`src/rtl/cruise_speed_if.sv`:
```
// Signal bundle between the cruise driver controls/counter and the command stage.
// master drives controls and the counter feedback; slave is the command FSM.
interface cruise_speed_if #(
   parameter int WIDTH = 7
);
   logic             cruise_on;
   logic             set;
   logic             resume;
   logic             accel;
   logic             coast;
   logic             brake;
   logic [WIDTH-1:0] speed_in;
   logic [WIDTH-1:0] cruise_speed;
   logic             cnt_enable;
   logic             cnt_mode;
   logic [WIDTH-1:0] cnt_load;
   logic             active;
   logic [2:0]       state;

   modport master (
      output cruise_on, set, resume, accel, coast, brake, speed_in, cruise_speed,
      input  cnt_enable, cnt_mode, cnt_load, active, state
   );

   modport slave (
      input  cruise_on, set, resume, accel, coast, brake, speed_in, cruise_speed,
      output cnt_enable, cnt_mode, cnt_load, active, state
   );
endinterface

```
`src/rtl/cruise_speed_fsm.sv`:
```
// Cruise-control command stage: turns driver controls into set-speed counter
// commands ({enable,mode}: 00 hold, 01 load, 11 up, 10 down) with paced steps.
module cruise_speed_fsm #(
   parameter int WIDTH     = 7,
   parameter int MIN_SPEED = 40,
   parameter int MAX_SPEED = 120,
   parameter int STEP_DIV  = 4
) (
   input  logic         clk,
   input  logic         clear,
   cruise_speed_if.slave bus
);
   typedef enum logic [2:0] {
      OFF     = 3'd0,
      IDLE    = 3'd1,
      CRUISE  = 3'd2,
      ACCEL   = 3'd3,
      DECEL   = 3'd4,
      STANDBY = 3'd5
   } state_t;

   localparam logic [WIDTH-1:0] MIN_V     = WIDTH'(MIN_SPEED);
   localparam logic [WIDTH-1:0] MAX_V     = WIDTH'(MAX_SPEED);
   localparam logic [7:0]       STEP_LAST = 8'(STEP_DIV - 1);

   state_t           state_reg, state_next;
   logic [7:0]       presc_reg, presc_next;

   // Command decided this cycle, presented on the outputs one cycle later.
   logic             pend_en_reg, pend_en_next;
   logic             pend_mode_reg, pend_mode_next;
   logic [WIDTH-1:0] pend_load_reg, pend_load_next;

   logic             cnt_enable_reg, cnt_mode_reg, active_reg;
   logic [WIDTH-1:0] cnt_load_reg;

   logic             speed_ok, can_up, can_down;
   logic [WIDTH-1:0] load_val;
   logic             load_req, up_req, down_req;

   assign speed_ok = (bus.speed_in >= MIN_V);
   assign load_val = (bus.speed_in > MAX_V) ? MAX_V : bus.speed_in;
   assign can_up   = (bus.cruise_speed < MAX_V);
   assign can_down = (bus.cruise_speed > MIN_V);

   always_comb begin
      state_next = state_reg;
      presc_next = presc_reg;
      load_req   = 1'b0;
      up_req     = 1'b0;
      down_req   = 1'b0;

      if (!bus.cruise_on) begin
         state_next = OFF;
      end else begin
         case (state_reg)
            OFF: state_next = IDLE;
            IDLE: begin
               if (!bus.brake && bus.set && speed_ok) begin
                  load_req   = 1'b1;
                  state_next = CRUISE;
               end
            end
            CRUISE: begin
               if (bus.brake) begin
                  state_next = STANDBY;
               end else if (bus.set && speed_ok) begin
                  load_req = 1'b1;
               end else if (bus.resume) begin
                  state_next = CRUISE;
               end else if (bus.accel && !bus.coast) begin
                  state_next = ACCEL;
                  presc_next = 8'd0;
                  up_req     = can_up;
               end else if (bus.coast && !bus.accel) begin
                  state_next = DECEL;
                  presc_next = 8'd0;
                  down_req   = can_down;
               end
            end
            ACCEL, DECEL: begin
               if (bus.brake) begin
                  state_next = STANDBY;
               end else if (bus.set && speed_ok) begin
                  load_req   = 1'b1;
                  state_next = CRUISE;
               end else if ((state_reg == ACCEL) ? (!bus.accel || bus.coast)
                                                 : (!bus.coast || bus.accel)) begin
                  state_next = CRUISE;
               end else if (presc_reg >= STEP_LAST) begin
                  // A saturated step still consumes its slot.
                  presc_next = 8'd0;
                  up_req     = (state_reg == ACCEL) && can_up;
                  down_req   = (state_reg == DECEL) && can_down;
               end else begin
                  presc_next = presc_reg + 8'd1;
               end
            end
            STANDBY: begin
               if (bus.brake) begin
                  state_next = STANDBY;
               end else if (bus.set && speed_ok) begin
                  load_req   = 1'b1;
                  state_next = CRUISE;
               end else if (bus.resume) begin
                  state_next = CRUISE;
               end
            end
            default: state_next = OFF;
         endcase
      end

      pend_en_next   = up_req || down_req;
      pend_mode_next = up_req || load_req;
      pend_load_next = load_req ? load_val : '0;
      if (load_req) begin
         pend_en_next = 1'b0;
      end
   end

   always_ff @(posedge clk) begin
      if (clear) begin
         state_reg      <= OFF;
         presc_reg      <= 8'd0;
         pend_en_reg    <= 1'b0;
         pend_mode_reg  <= 1'b0;
         pend_load_reg  <= '0;
         cnt_enable_reg <= 1'b0;
         cnt_mode_reg   <= 1'b0;
         cnt_load_reg   <= '0;
         active_reg     <= 1'b0;
      end else begin
         state_reg      <= state_next;
         presc_reg      <= presc_next;
         pend_en_reg    <= pend_en_next;
         pend_mode_reg  <= pend_mode_next;
         pend_load_reg  <= pend_load_next;
         cnt_enable_reg <= pend_en_reg;
         cnt_mode_reg   <= pend_mode_reg;
         cnt_load_reg   <= pend_load_reg;
         active_reg     <= (state_reg == CRUISE) || (state_reg == ACCEL) ||
                           (state_reg == DECEL);
      end
   end

   assign bus.cnt_enable = cnt_enable_reg;
   assign bus.cnt_mode   = cnt_mode_reg;
   assign bus.cnt_load   = cnt_load_reg;
   assign bus.active     = active_reg;
   assign bus.state      = state_reg;
endmodule

```
`src/flat_wrapper.sv`:
```
// flat-port wrapper written by rule: the top's interface ports become plain ports
module cruise_speed_fsm_flat 
#(
   parameter int WIDTH     = 7,
   parameter int MIN_SPEED = 40,
   parameter int MAX_SPEED = 120,
   parameter int STEP_DIV  = 4
)
  (clk, clear, bus_cruise_on, bus_set, bus_resume, bus_accel, bus_coast, bus_brake, bus_speed_in, bus_cruise_speed, bus_cnt_enable, bus_cnt_mode, bus_cnt_load, bus_active, bus_state);
  cruise_speed_if #(.WIDTH(WIDTH)) bus_i ();
  input  logic clk;
  input  logic clear;
  input wire logic [$bits(bus_i.cruise_on)-1:0] bus_cruise_on;
  input wire logic [$bits(bus_i.set)-1:0] bus_set;
  input wire logic [$bits(bus_i.resume)-1:0] bus_resume;
  input wire logic [$bits(bus_i.accel)-1:0] bus_accel;
  input wire logic [$bits(bus_i.coast)-1:0] bus_coast;
  input wire logic [$bits(bus_i.brake)-1:0] bus_brake;
  input wire logic [$bits(bus_i.speed_in)-1:0] bus_speed_in;
  input wire logic [$bits(bus_i.cruise_speed)-1:0] bus_cruise_speed;
  output wire logic [$bits(bus_i.cnt_enable)-1:0] bus_cnt_enable;
  output wire logic [$bits(bus_i.cnt_mode)-1:0] bus_cnt_mode;
  output wire logic [$bits(bus_i.cnt_load)-1:0] bus_cnt_load;
  output wire logic [$bits(bus_i.active)-1:0] bus_active;
  output wire logic [$bits(bus_i.state)-1:0] bus_state;
  assign bus_i.cruise_on = bus_cruise_on;
  assign bus_i.set = bus_set;
  assign bus_i.resume = bus_resume;
  assign bus_i.accel = bus_accel;
  assign bus_i.coast = bus_coast;
  assign bus_i.brake = bus_brake;
  assign bus_i.speed_in = bus_speed_in;
  assign bus_i.cruise_speed = bus_cruise_speed;
  assign bus_cnt_enable = bus_i.cnt_enable;
  assign bus_cnt_mode = bus_i.cnt_mode;
  assign bus_cnt_load = bus_i.cnt_load;
  assign bus_active = bus_i.active;
  assign bus_state = bus_i.state;
  cruise_speed_fsm #(.WIDTH(WIDTH), .MIN_SPEED(MIN_SPEED), .MAX_SPEED(MAX_SPEED), .STEP_DIV(STEP_DIV)) u_core (.clk(clk), .clear(clear), .bus(bus_i));
endmodule
```
`config.mk`:
```
export PLATFORM = sky130hd
export DESIGN_NAME = cruise_speed_fsm_flat
export DESIGN_NICKNAME = d
export VERILOG_FILES = /design/src/rtl/cruise_speed_if.sv /design/src/rtl/cruise_speed_fsm.sv /design/src/flat_wrapper.sv
export SDC_FILE = /design/constraint.sdc
export NUM_CORES = 1
export LEC_CHECK = 0
export BUFFER_PORTS_ARGS = -buffer_cell sky130_fd_sc_hd__buf_2
export CAP_MARGIN = 5
export CORE_AREA = 2 2 80 44
export DETAILED_ROUTE_END_ITERATION = 10
export DIE_AREA = 0 0 82 46
export PLACE_DENSITY = 0.65
export SLEW_MARGIN = 15
export SYNTH_ARGS = -nofsm -noshare
export SYNTH_HDL_FRONTEND = slang
export SYNTH_SLANG_ARGS = --single-unit
```
`constraint.sdc`:
```
create_clock -name clk -period 2.4 [get_ports clk]
set_clock_uncertainty 0.1 [all_clocks]
set_input_delay 0.12 -clock clk [delete_from_list [all_inputs] [get_ports clk]]
set_output_delay 0.12 -clock clk [all_outputs]
set_load 0.02 [all_outputs]
```
==> impl_summary.log, run 1 <==
INFO  metric io_pins = 35
INFO  metric core_region_area = 3150 µm²
INFO  metric syn-cell-area = 1310 µm²
INFO  metric sw_share = 0.212
INFO  metric syn_nets = 163
INFO  metric final_net_count = 208
INFO  metric post-place-ws = 197 ps
INFO  metric antenna_violations_before_repair = 0
INFO  metric critical_path.startpoint_type = register
INFO  metric routed_wl = 3.34 mm
INFO  metric critical_path.cell_chain = and2b_1, nand3_1, a2111oi_4, buf_4, a21oi_1, nor2b_1
INFO  metric cts-resized-gates = 0
INFO  metric post_synth.cell_area_avg = 9.34 µm²
INFO  metric gp_congestion = 0.893
INFO  metric largest_reg_flops = 8
INFO  metric synth.top_cell.area_share = 0.459
INFO  metric power_consumption = 1.28 mW
INFO  metric first_pass_iters = 5
INFO  metric synthTopCellsByCount = dfxtp_1, nor2b_1, nor2_1, and3_1, a21oi_1
INFO  metric cpPeakStageDelay = 440 ps
INFO  metric yosys_warnings = 0
INFO  metric synthesis.instances = 140
INFO  metric p_seq_frac = 0.401
INFO  metric postSynthRegisterBits = 30
INFO  metric critical_path.top_delay_family = simple AND/OR/NAND/NOR gates
INFO  metric leakagePower = 0.731 nW
INFO  metric cts_htree_levels = 2
INFO  metric area_growth = 32.5%
INFO  metric dieWidth = 82 µm
INFO  metric route.vias.total = 1258
INFO  metric timing.reg2reg.worst_path_depth = 6
INFO  metric setup_total_negative_slack = 0 ps
INFO  metric path_class = reg2reg
INFO  metric ys_seq_area_frac = 0.459
INFO  metric ir_drop = 0.304 mV
INFO  metric min_path_cells = 2
INFO  metric aggregate_global_routing_overflow = 0
INFO  metric grt.total_usage = 0.188
INFO  metric period_minus_slack = 2130 ps
INFO  metric critical_path_arrival = 2190 ps
INFO  metric cell_internal_pwr = 1.01 mW
INFO  metric clkLatencyLatePin = 280 ps
INFO  metric cts_buffer_depth = 2
INFO  metric tritoncts = yes
INFO  metric grt_setup_unrepaired = false
INFO  metric maximum_number_of_pins_on_one_net_before_global_route_repair = 16
INFO  metric cts_buffers = 5
INFO  metric dpl.hpwl = 2.37 mm
INFO  metric post_synth_arst_share = 0
INFO  metric die_area = 3770 µm²
INFO  metric timing.critical_path.to_type = register
INFO  metric max_cap_viol_count = 0
INFO  metric portBuffers = 34
INFO  metric drt-initial-drc-count = 90
INFO  metric post-synth-top-count-cell = dfxtp_1
INFO  metric synth.largest_area_cell = dfxtp_1
INFO  metric max_freq = 0.470 GHz
INFO  metric grt_pass1_wl = 5.03 mm
INFO  metric crit_fanout = 14
INFO  metric worst-slew-pin-transition = 425 ps
INFO  metric cts_root_buf = clkbuf_8
INFO  metric worst-endpoint-required = 2460 ps
INFO  metric dominantRegCellSynth = dfxtp_1
INFO  metric finalSetupViolCount = 0
INFO  metric path_buf_inv = 1
INFO  metric first_global_vias = 1093
INFO  metric die_y = 46 µm
INFO  metric drt-vias-per-instance = 5.52
INFO  metric fraction_of_final_layout_cells_sized_beyond_drive_strength_1 = 0.269
INFO  metric path_depth = 6
INFO  metric antenna_cells_inserted = 0
INFO  metric clock-sinks = 30
INFO  metric synth_enable_flop_cells = 0
INFO  metric route.detailed.wl_per_inst = 14.6 µm
INFO  metric relSlewSlack = 0.713
INFO  metric final_count_of_hold_timing_violations = 0
INFO  metric p_per_area = 736 nW/µm²
INFO  metric p_switching = 271 µW
INFO  metric post_synth_main_area_contributors = dfxtp_1, nor2b_1, and3_1, nor2_1, a41oi_1
INFO  metric antenna_violating_nets_left = 0
INFO  metric initial_core_util = 0.415
INFO  metric row_count = 15
INFO  metric pwr-share-clk = 0.493
INFO  metric final_max_slew_viol_count = 0
INFO  metric final.period_utilization = 0.886
INFO  metric comb_power_share = 0.105
INFO  metric cts.clk_slew.worst_paths = 70 ps
INFO  metric outcome = finished, final reports clean
INFO  metric crit_slowest_cell = a2111oi_4
INFO  metric drc_errors = 0
INFO  metric holdCritPathClass = in2reg
INFO  metric worst_slack = 274 ps
INFO  metric synth.distinct_cells = 37
-- through the flow --
stage | area [µm²] | hold slack [ps] | utilization | instances
final | 1730 | 10.1 | 0.550 | 228
after global routing | 1730 | 5.83 | 0.550 | 228
after CTS | 1730 | 3.63 | 0.547 | 227
after detailed placement | 1530 | 256 | 0.486 | 214
after global placement | 1530 | 253 | 0.486 | 214
after floorplan | 1310 | 91.6 | - | 140
-- cells by family after synthesis --
family	Yosys count	synth area share
and+or+nand+nor	65	0.296
buffers and inverters	8	0.0239
AOI/OAI and AO/OA	34	0.196
DFF	30	0.459
muxes	2	0.0153
adders and majority gates	1	0.00957
-- worst paths after layout --
path	end	slack, ps	from
setup reg to reg	u_core.presc_reg[7]$_SDFFE_PP0P_	270	u_core.bus.state[2]$_SDFFE_PP0P_
setup / recovery	u_core.presc_reg[7]$_SDFFE_PP0P_	270	u_core.bus.state[2]$_SDFFE_PP0P_
hold reg to reg	u_core.bus.cnt_load[6]$_SDFF_PP0_	340	u_core.pend_load_reg[6]$_SDFF_PP0_
hold / removal	u_core.pend_load_reg[5]$_SDFF_PP0_	10	bus_speed_in[5]
-- metal layers --
metal / wire length [µm] / global-route usage / vias up
li1: - / - / 598
met1: 1500 / 0.228 / 585
met2: 1470 / 0.301 / 68
met3: 332 / 0.0794 / 7
met4: 34 / 0.0733 / 0
met5: 0 / 0 / -
-- layout by cell type, fill, tap and decap left out, drive strengths merged, types with 3 or more instances in the layout --
cell          n
o21a          4
and2          5
a41oi         4
nor3b         4
o211ai        3
buf          38
dlygate4sd3   5
clkbuf        6
and3          9
a211oi        4
a21oi         6
o21ai         5
inv           3
dfxtp        30
nand2         4
nor2         10
nor2b        17
nor3          5
-- what timing repair did --
action,4_1_cts,5_1_grt
setup endpoints to repair,0,4
hold endpoints to repair,5,0
setup buffers,0,1
hold buffers,5,0
-- area by class of cell --
type	count	area, µm²
clock buffer	6	82.6
clock inverter	2	60.1
fill	297	1420
inverter	3	11.3
multi-input combinational	102	676
sequential	30	601
tap	42	52.6
timing repair buffer	43	250
-- power by group through the flow --
stage	logic, mW	clock network [mW]	registers [mW]
after CTS	0.131	0.638	0.512
after detailed placement	0.123	0	0.523
final	0.134	0.630	0.512
after floorplan	0.0692	0	0.528
after global routing	0.145	0.662	0.513
after global placement	0.120	0	0.522
(Power assumes the default switching activity.)
==> run 2, diff against run 1 <==
--- a/config.mk
+++ b/config.mk
@@ -5,12 +5,13 @@
 export SDC_FILE = /design/constraint.sdc
 export NUM_CORES = 1
 export LEC_CHECK = 0
+export ABC_AREA = 1
 export BUFFER_PORTS_ARGS = -buffer_cell sky130_fd_sc_hd__buf_2
 export CAP_MARGIN = 5
-export CORE_AREA = 2 2 80 44
+export CORE_AREA = 2 2 83 45
 export DETAILED_ROUTE_END_ITERATION = 10
-export DIE_AREA = 0 0 82 46
-export PLACE_DENSITY = 0.65
+export DIE_AREA = 0 0 85 47
+export PLACE_DENSITY = 0.66
 export SLEW_MARGIN = 15
 export SYNTH_ARGS = -nofsm -noshare
 export SYNTH_HDL_FRONTEND = slang
==> run 2 against run 1 <==
  * Sequential power grew 1%
  * Synthesized area is 9.0% higher
  * Clock power shrank 34%
  * First-iteration DRC count shrank 1.1%
  * Synthesized cell count increased by 47%
  * Design area increased by 4.0%
  * Flip-flop and latch count did not move
  * Core utilization down 0.10 points
  * Combinational power rose by 34%
  * Critical path type is now in2reg
  * Largest cell class unchanged
==> impl_summary.log, run 2 <==
INFO  metric outcome = finished, final reports clean
INFO  metric syn_nets = 229
INFO  metric critical_path.most_common_cell = nand2_1
INFO  metric clock-sinks = 30
INFO  metric initial_core_util = 0.434
INFO  metric max_cap_viol_count = 0
INFO  metric cts_post_setup_buffers_inserted = 0
INFO  metric gp_congestion = 0.861
INFO  metric fraction_of_final_layout_cells_sized_beyond_drive_strength_1 = 0.249
INFO  metric routed_wl = 3.09 mm
INFO  metric portBuffers = 34
INFO  metric layout.cells.most_common = nand2_1
INFO  metric post-place-ws = 831 ps
INFO  metric critical_path_arrival = 1830 ps
INFO  metric design_area = 1800 µm²
INFO  metric cts_root_buf = clkbuf_8
INFO  metric row_count = 15
INFO  metric critical_path.startpoint_type = input pin
INFO  metric core_region_area = 3280 µm²
INFO  metric cts_buffers = 5
INFO  metric first_global_vias = 1112
INFO  metric holdCritPathClass = in2reg
INFO  metric p_per_area = 616 nW/µm²
INFO  metric largest_reg_flops = 8
INFO  metric final_net_count = 275
INFO  metric drt-vias-per-instance = 4.51
INFO  metric worst-slew-pin-transition = 355 ps
INFO  metric post-synth-top-count-cell = nand2_1
INFO  metric synth.largest_area_cell = dfxtp_1
INFO  metric ir_drop = 0.276 mV
INFO  metric drc_errors = 0
INFO  metric most_frequent_cells_in_the_layout = nand2_1, nor2_1, inv_1
INFO  metric aggregate_global_routing_overflow = 0
INFO  metric share_of_the_core_filled_with_cells = 0.549
INFO  metric ys_seq_area_frac = 0.421
INFO  metric max_freq = 0.572 GHz
INFO  metric fillCellCount = 318
INFO  metric route.detailed.wl_per_inst = 10.5 µm
INFO  metric final-instance-count-excl-fill = 295
INFO  metric final_max_slew_viol_count = 0
INFO  metric io_pins = 35
INFO  metric critical_path.top_delay_family = simple AND/OR/NAND/NOR gates
INFO  metric cts_buffer_depth = 2
INFO  metric yosys_warnings = 0
INFO  metric syn-cell-area = 1430 µm²
INFO  metric grt_setup_unrepaired = false
INFO  metric post_route_worst_hold_slack = 99.8 ps
INFO  metric post_synth.cell_area_avg = 6.92 µm²
INFO  metric path_buf_inv = 2
INFO  metric place_inst = 280
INFO  metric first_pass_iters = 4
INFO  metric finalSetupViolCount = 0
INFO  metric worst_slack = 652 ps
INFO  metric dominantRegCellSynth = dfxtp_1
INFO  metric antenna_violations_before_repair = 0
INFO  metric synth.top_cell.area_share = 0.421
INFO  metric grt_pass1_wl = 5.00 mm
INFO  metric antenna_violating_nets_left = 0
INFO  metric postSynthRegisterBits = 30
INFO  metric power_consumption = 1.11 mW
INFO  metric synthesis.instances = 206
INFO  metric timing.critical_path.to_type = register
INFO  metric dieWidth = 85 µm
INFO  metric post_synth_main_area_contributors = dfxtp_1, nand2_1, nor2_1, inv_1, nand3_1
INFO  metric dpl.hpwl = 2.26 mm
INFO  metric setup_total_negative_slack = 0 ps
INFO  metric antenna_cells_inserted = 0
INFO  metric drt-initial-drc-count = 89
INFO  metric post_synth_arst_share = 0
INFO  metric leakagePower = 0.910 nW
INFO  metric period_minus_slack = 1750 ps
INFO  metric dpl-instance-area = 1640 µm²
INFO  metric worst-endpoint-required = 2480 ps
INFO  metric final.period_utilization = 0.728
INFO  metric synth_enable_flop_cells = 0
INFO  metric area_growth = 26.4%
INFO  metric die_area = 4000 µm²
INFO  metric final_count_of_hold_timing_violations = 0
INFO  metric tritoncts = yes
INFO  metric cts-resized-gates = 0
INFO  metric relSlewSlack = 0.763
INFO  metric crit_fanout = 5
INFO  metric path_class = in2reg
INFO  metric die_y = 47 µm
INFO  metric cpPeakStageDelay = 540 ps
INFO  metric maximum_number_of_pins_on_one_net_before_global_route_repair = 19
INFO  metric cts.clk_slew.worst_paths = 60 ps
INFO  metric cts_htree_levels = 2
INFO  metric grt.total_usage = 0.171
INFO  metric route.vias.total = 1329
INFO  metric clkLatencyLatePin = 280 ps
INFO  metric crit_slowest_cell = dlygate4sd3_1
INFO  metric critical_path.cell_chain = dlygate4sd3_1, buf_2, o21ai_0, nand2_1, nand2_1, nand2_1, nand2_1, nand3_1, nand2_1, nand2_1, nand2_1, nor2_1
INFO  metric synthTopCellsByCount = nand2_1, nor2_1, inv_1, dfxtp_1, nand3_1
INFO  metric synth.distinct_cells = 22
-- run 2: kinds of logic (layout without fill, tap and decap cells) --
family	after synthesis	after routing	synth area share
AOI/OAI and AO/OA	15	15	0.0623
adders and majority gates	1	1	0.00878
buffers and inverters	41	88	0.108
DFF	30	30	0.421
and+or+nand+nor	119	119	0.399
-- run 2: path summary, 6_finish.rpt --
check        depth (start not counted)                               start                                end  slack (ps)
max                                 12                     bus_speed_in[3]   u_core.bus.state[2]$_SDFFE_PP0P_         650
min                                  4                             bus_set      u_core.pend_en_reg$_SDFF_PP0_         100
max reg2reg                          9    u_core.bus.state[1]$_SDFFE_PP0P_   u_core.bus.state[2]$_SDFFE_PP0P_         800
min reg2reg                          2  u_core.pend_load_reg[1]$_SDFF_PP0_  u_core.bus.cnt_load[1]$_SDFF_PP0_         300
-- run 2: area by class of cell --
cell class	count	area, µm²	share of cell area
clock inverter	1	5.00	0.00278
multi-input combinational	135	671	0.372
inverter	39	146	0.0812
sequential	30	601	0.333
clock buffer	7	86.3	0.0479
tap	42	52.6	0.0292
timing repair buffer	41	240	0.133
-- run 2: metal layers --
layer  vias up  global-route usage  routed length, µm
li1        719                   -                  -
met1       562               0.246               1640
met2        44               0.238               1200
met3         4              0.0527                211
met4         0              0.0762                 34
met5         -                   0                  0
-- run 2: tightest hold or removal path: cells and delay by family --
family | cells | cell delay [ps]
and+or+nand+nor | 1 | 80
buffers and inverters | 1 | 100
AOI/OAI and AO/OA | 2 | 130
-- run 2: repair_timing --
item                       4_1_cts  5_1_grt
hold buffers                     7        0
setup endpoints to repair        0        0
hold endpoints to repair         7        0
-- run 2: power by group --
part / internal (mW) / switching [mW] / total [mW]
registers: 0.507 / 0.00962 / 0.517
logic: 0.0679 / 0.111 / 0.179
clock network: 0.231 / 0.183 / 0.414
==> run 3, diff against run 2 <==
==> constraint.sdc (replaced) <==
create_clock -name clk -period 1.85 [get_ports clk]
set_clock_uncertainty 0.1 [all_clocks]
set_input_delay 0.0925 -clock clk [delete_from_list [all_inputs] [get_ports clk]]
set_output_delay 0.0925 -clock clk [all_outputs]
set_load 0.02 [all_outputs]
==> run 3 against run 2 <==
  * Die area stayed put
  * Core utilization is 0.95 points higher
  * Clock-buffer cell count is 1 lower
  * Worst hold slack worse by 38 ps
  * Worst setup slack worse by 460 ps
  * Wire length is 2.9% lower
  * Combinational power is 30% higher
  * Sequential power is 30% higher
  * Cell count stayed put
  * Total power is 41% higher
  * Design area is 1.7% higher
  * Register-to-register slack worse by 550 ps
  * Critical path type unchanged
  * Critical endpoint unchanged
==> impl_summary.log, run 3 (synthesis gave the netlist of run 2 again) <==
INFO  metric gr-usage-met2 = 0.219
INFO  metric clock-sinks = 30
INFO  metric cts_buffers = 5
INFO  metric drt-initial-drc-count = 53
INFO  metric most_frequent_cells_in_the_layout = nand2_1, nor2_1, inv_1
INFO  metric final_max_slew_viol_count = 0
INFO  metric critical_path.startpoint_type = input pin
INFO  metric antenna_violating_nets_left = 0
INFO  metric routed_wl = 3.00 mm
INFO  metric first_global_vias = 1040
INFO  metric initial_core_util = 0.434
INFO  metric clkLatencyLatePin = 280 ps
INFO  metric route.vias.total = 1327
INFO  metric antenna_violations_before_repair = 0
INFO  metric p_per_area = 854 nW/µm²
INFO  metric grt_pass1_wl = 4.66 mm
INFO  metric fraction_of_final_layout_cells_sized_beyond_drive_strength_1 = 0.257
INFO  metric grt_use_met3 = 0.0580
INFO  metric max_freq = 0.603 GHz
INFO  metric critical_path.cell_chain = dlygate4sd3_1, buf_2, o21ai_0, nand2_1, nand2_2, nand2_1, nand2_1, nand3_1, nand2_1, nand2_1, nand2_1, nor2_1
INFO  metric largest_reg_flops = 8
INFO  metric aggregate_global_routing_overflow = 0
INFO  metric path_buf_inv = 2
INFO  metric worst-slew-pin-transition = 340 ps
INFO  metric design_area = 1830 µm²
INFO  metric min_path_cells = 5
INFO  metric portBuffers = 34
INFO  metric cpPeakStageDelay = 540 ps
INFO  metric final_count_of_hold_timing_violations = 0
INFO  metric dieWidth = 85 µm
INFO  metric crit_slowest_cell = dlygate4sd3_1
INFO  metric grt_max_usage_layer = met1
INFO  metric cts_root_buf = clkbuf_8
INFO  metric critical_path.top_delay_family = simple AND/OR/NAND/NOR gates
INFO  metric core_region_area = 3280 µm²
INFO  metric outcome = finished, final reports clean
INFO  metric final_net_count = 276
INFO  metric critical_path.most_common_cell = nand2_1
INFO  metric cts.clk_slew.worst_paths = 60 ps
INFO  metric worst-endpoint-required = 1930 ps
INFO  metric timing.critical_path.to_type = register
INFO  metric path_class = in2reg
INFO  metric met1_usage = 0.231
INFO  metric dpl-instance-area = 1650 µm²
INFO  metric leakagePower = 0.924 nW
INFO  metric antenna_cells_inserted = 0
INFO  metric fillCellCount = 314
INFO  metric route.detailed.wl_per_inst = 10.2 µm
INFO  metric period_minus_slack = 1660 ps
INFO  metric final.period_utilization = 0.896
INFO  metric area_growth = 28.6%
INFO  metric drc_errors = 0
INFO  metric gp_congestion = 0.850
INFO  metric timing.reg2reg.worst_path_depth = 11
INFO  metric max_cap_viol_count = 0
INFO  metric row_count = 15
INFO  metric critical_path_arrival = 1740 ps
INFO  metric layout.cells.most_common = nand2_1
INFO  metric holdCritPathClass = in2reg
INFO  metric maximum_number_of_pins_on_one_net_before_global_route_repair = 18
INFO  metric die_area = 4000 µm²
INFO  metric dpl.hpwl = 2.28 mm
INFO  metric tritoncts = yes
INFO  metric finalSetupViolCount = 0
INFO  metric io_pins = 35
INFO  metric grt.total_usage = 0.163
INFO  metric relSlewSlack = 0.772
INFO  metric post-place-ws = 271 ps
INFO  metric drt-vias-per-instance = 4.50
INFO  metric ir_drop = 0.440 mV
INFO  metric grt_setup_unrepaired = false
INFO  metric die_y = 47 µm
INFO  metric cts_buffer_depth = 2
INFO  metric setup_total_negative_slack = 0 ps
INFO  metric crit_fanout = 5
INFO  metric cts_htree_levels = 2
INFO  metric path_depth = 12
INFO  metric first_pass_iters = 4
INFO  metric worst_slack = 193 ps
run 3: changes by cell type in the layout (fill, tap and decap cells not counted), sizes merged:
cell and change:
buf +1, clkbuf -1, bufinv +1, clkinv -1
run 3: layout make-up:
type	instances	area [µm²]	area share
Multi-Input combinational cell	135	673	0.367
Clock inverter	1	30.0	0.0164
Tap cell	42	52.6	0.0287
Clock buffer	6	82.6	0.0451
Sequential cell	30	601	0.328
Inverter	39	146	0.0799
Timing Repair Buffer	42	248	0.135
run 3: timing repair:
| item | in CTS | in global routing |
|---|---|---|
| endpoints found under the hold margin | 7 | 0 |
| hold buffers | 7 | 0 |
| setup endpoints to repair | 0 | 1 |
| resized for setup | 0 | 1 |
| buffers inserted | 0 | 0 |
run 3: worst register-to-register path, stage by stage, from the launching register on:
cell and delay, ps:
dfxtp_1 460, inv_2 120, nand3_1 130, nand2_2 90, inv_2 100, nand2_1 120, nand2_1 80, nand2_1 50
nor2_1 80, nand3_1 80, nand2_1 70, nor2_1 30
run 3: stage by stage:
| stage | power, mW | hold slack, ps | util | cells |
|---|---|---|---|---|
| after floorplan | 0.838 | 105 | - | 206 |
| after global placement | 0.906 | 224 | 0.502 | 281 |
| after detailed placement | 0.904 | 223 | 0.502 | 281 |
| after CTS | 1.58 | 56.0 | 0.557 | 295 |
| after global routing | 1.63 | 92.4 | 0.558 | 295 |
| final | 1.57 | 61.3 | 0.558 | 295 |
run 3: power breakdown:
group          internal, mW  switching, mW
registers             0.658         0.0126
logic                0.0896          0.144
clock network         0.430          0.231
run 3: worst paths after layout:
path / startpoint / to / slack [ps]
worst max-delay path: bus_speed_in[3] / u_core.bus.state[2]$_SDFFE_PP0P_ / 190
worst min-delay path: bus_cruise_speed[6] / u_core.pend_en_reg$_SDFF_PP0_ / 60
worst max register to register: u_core.bus.state[2]$_SDFFE_PP0P_ / u_core.bus.state[1]$_SDFFE_PP0P_ / 250
worst min register to register: u_core.pend_load_reg[1]$_SDFF_PP0_ / u_core.bus.cnt_load[1]$_SDFF_PP0_ / 300
run 3: per-layer routing:
layer  share of wire  wire length [µm]
met5               0                 0
met4           0.021                62
met3           0.068               203
met2            0.37              1110
met1            0.54              1620
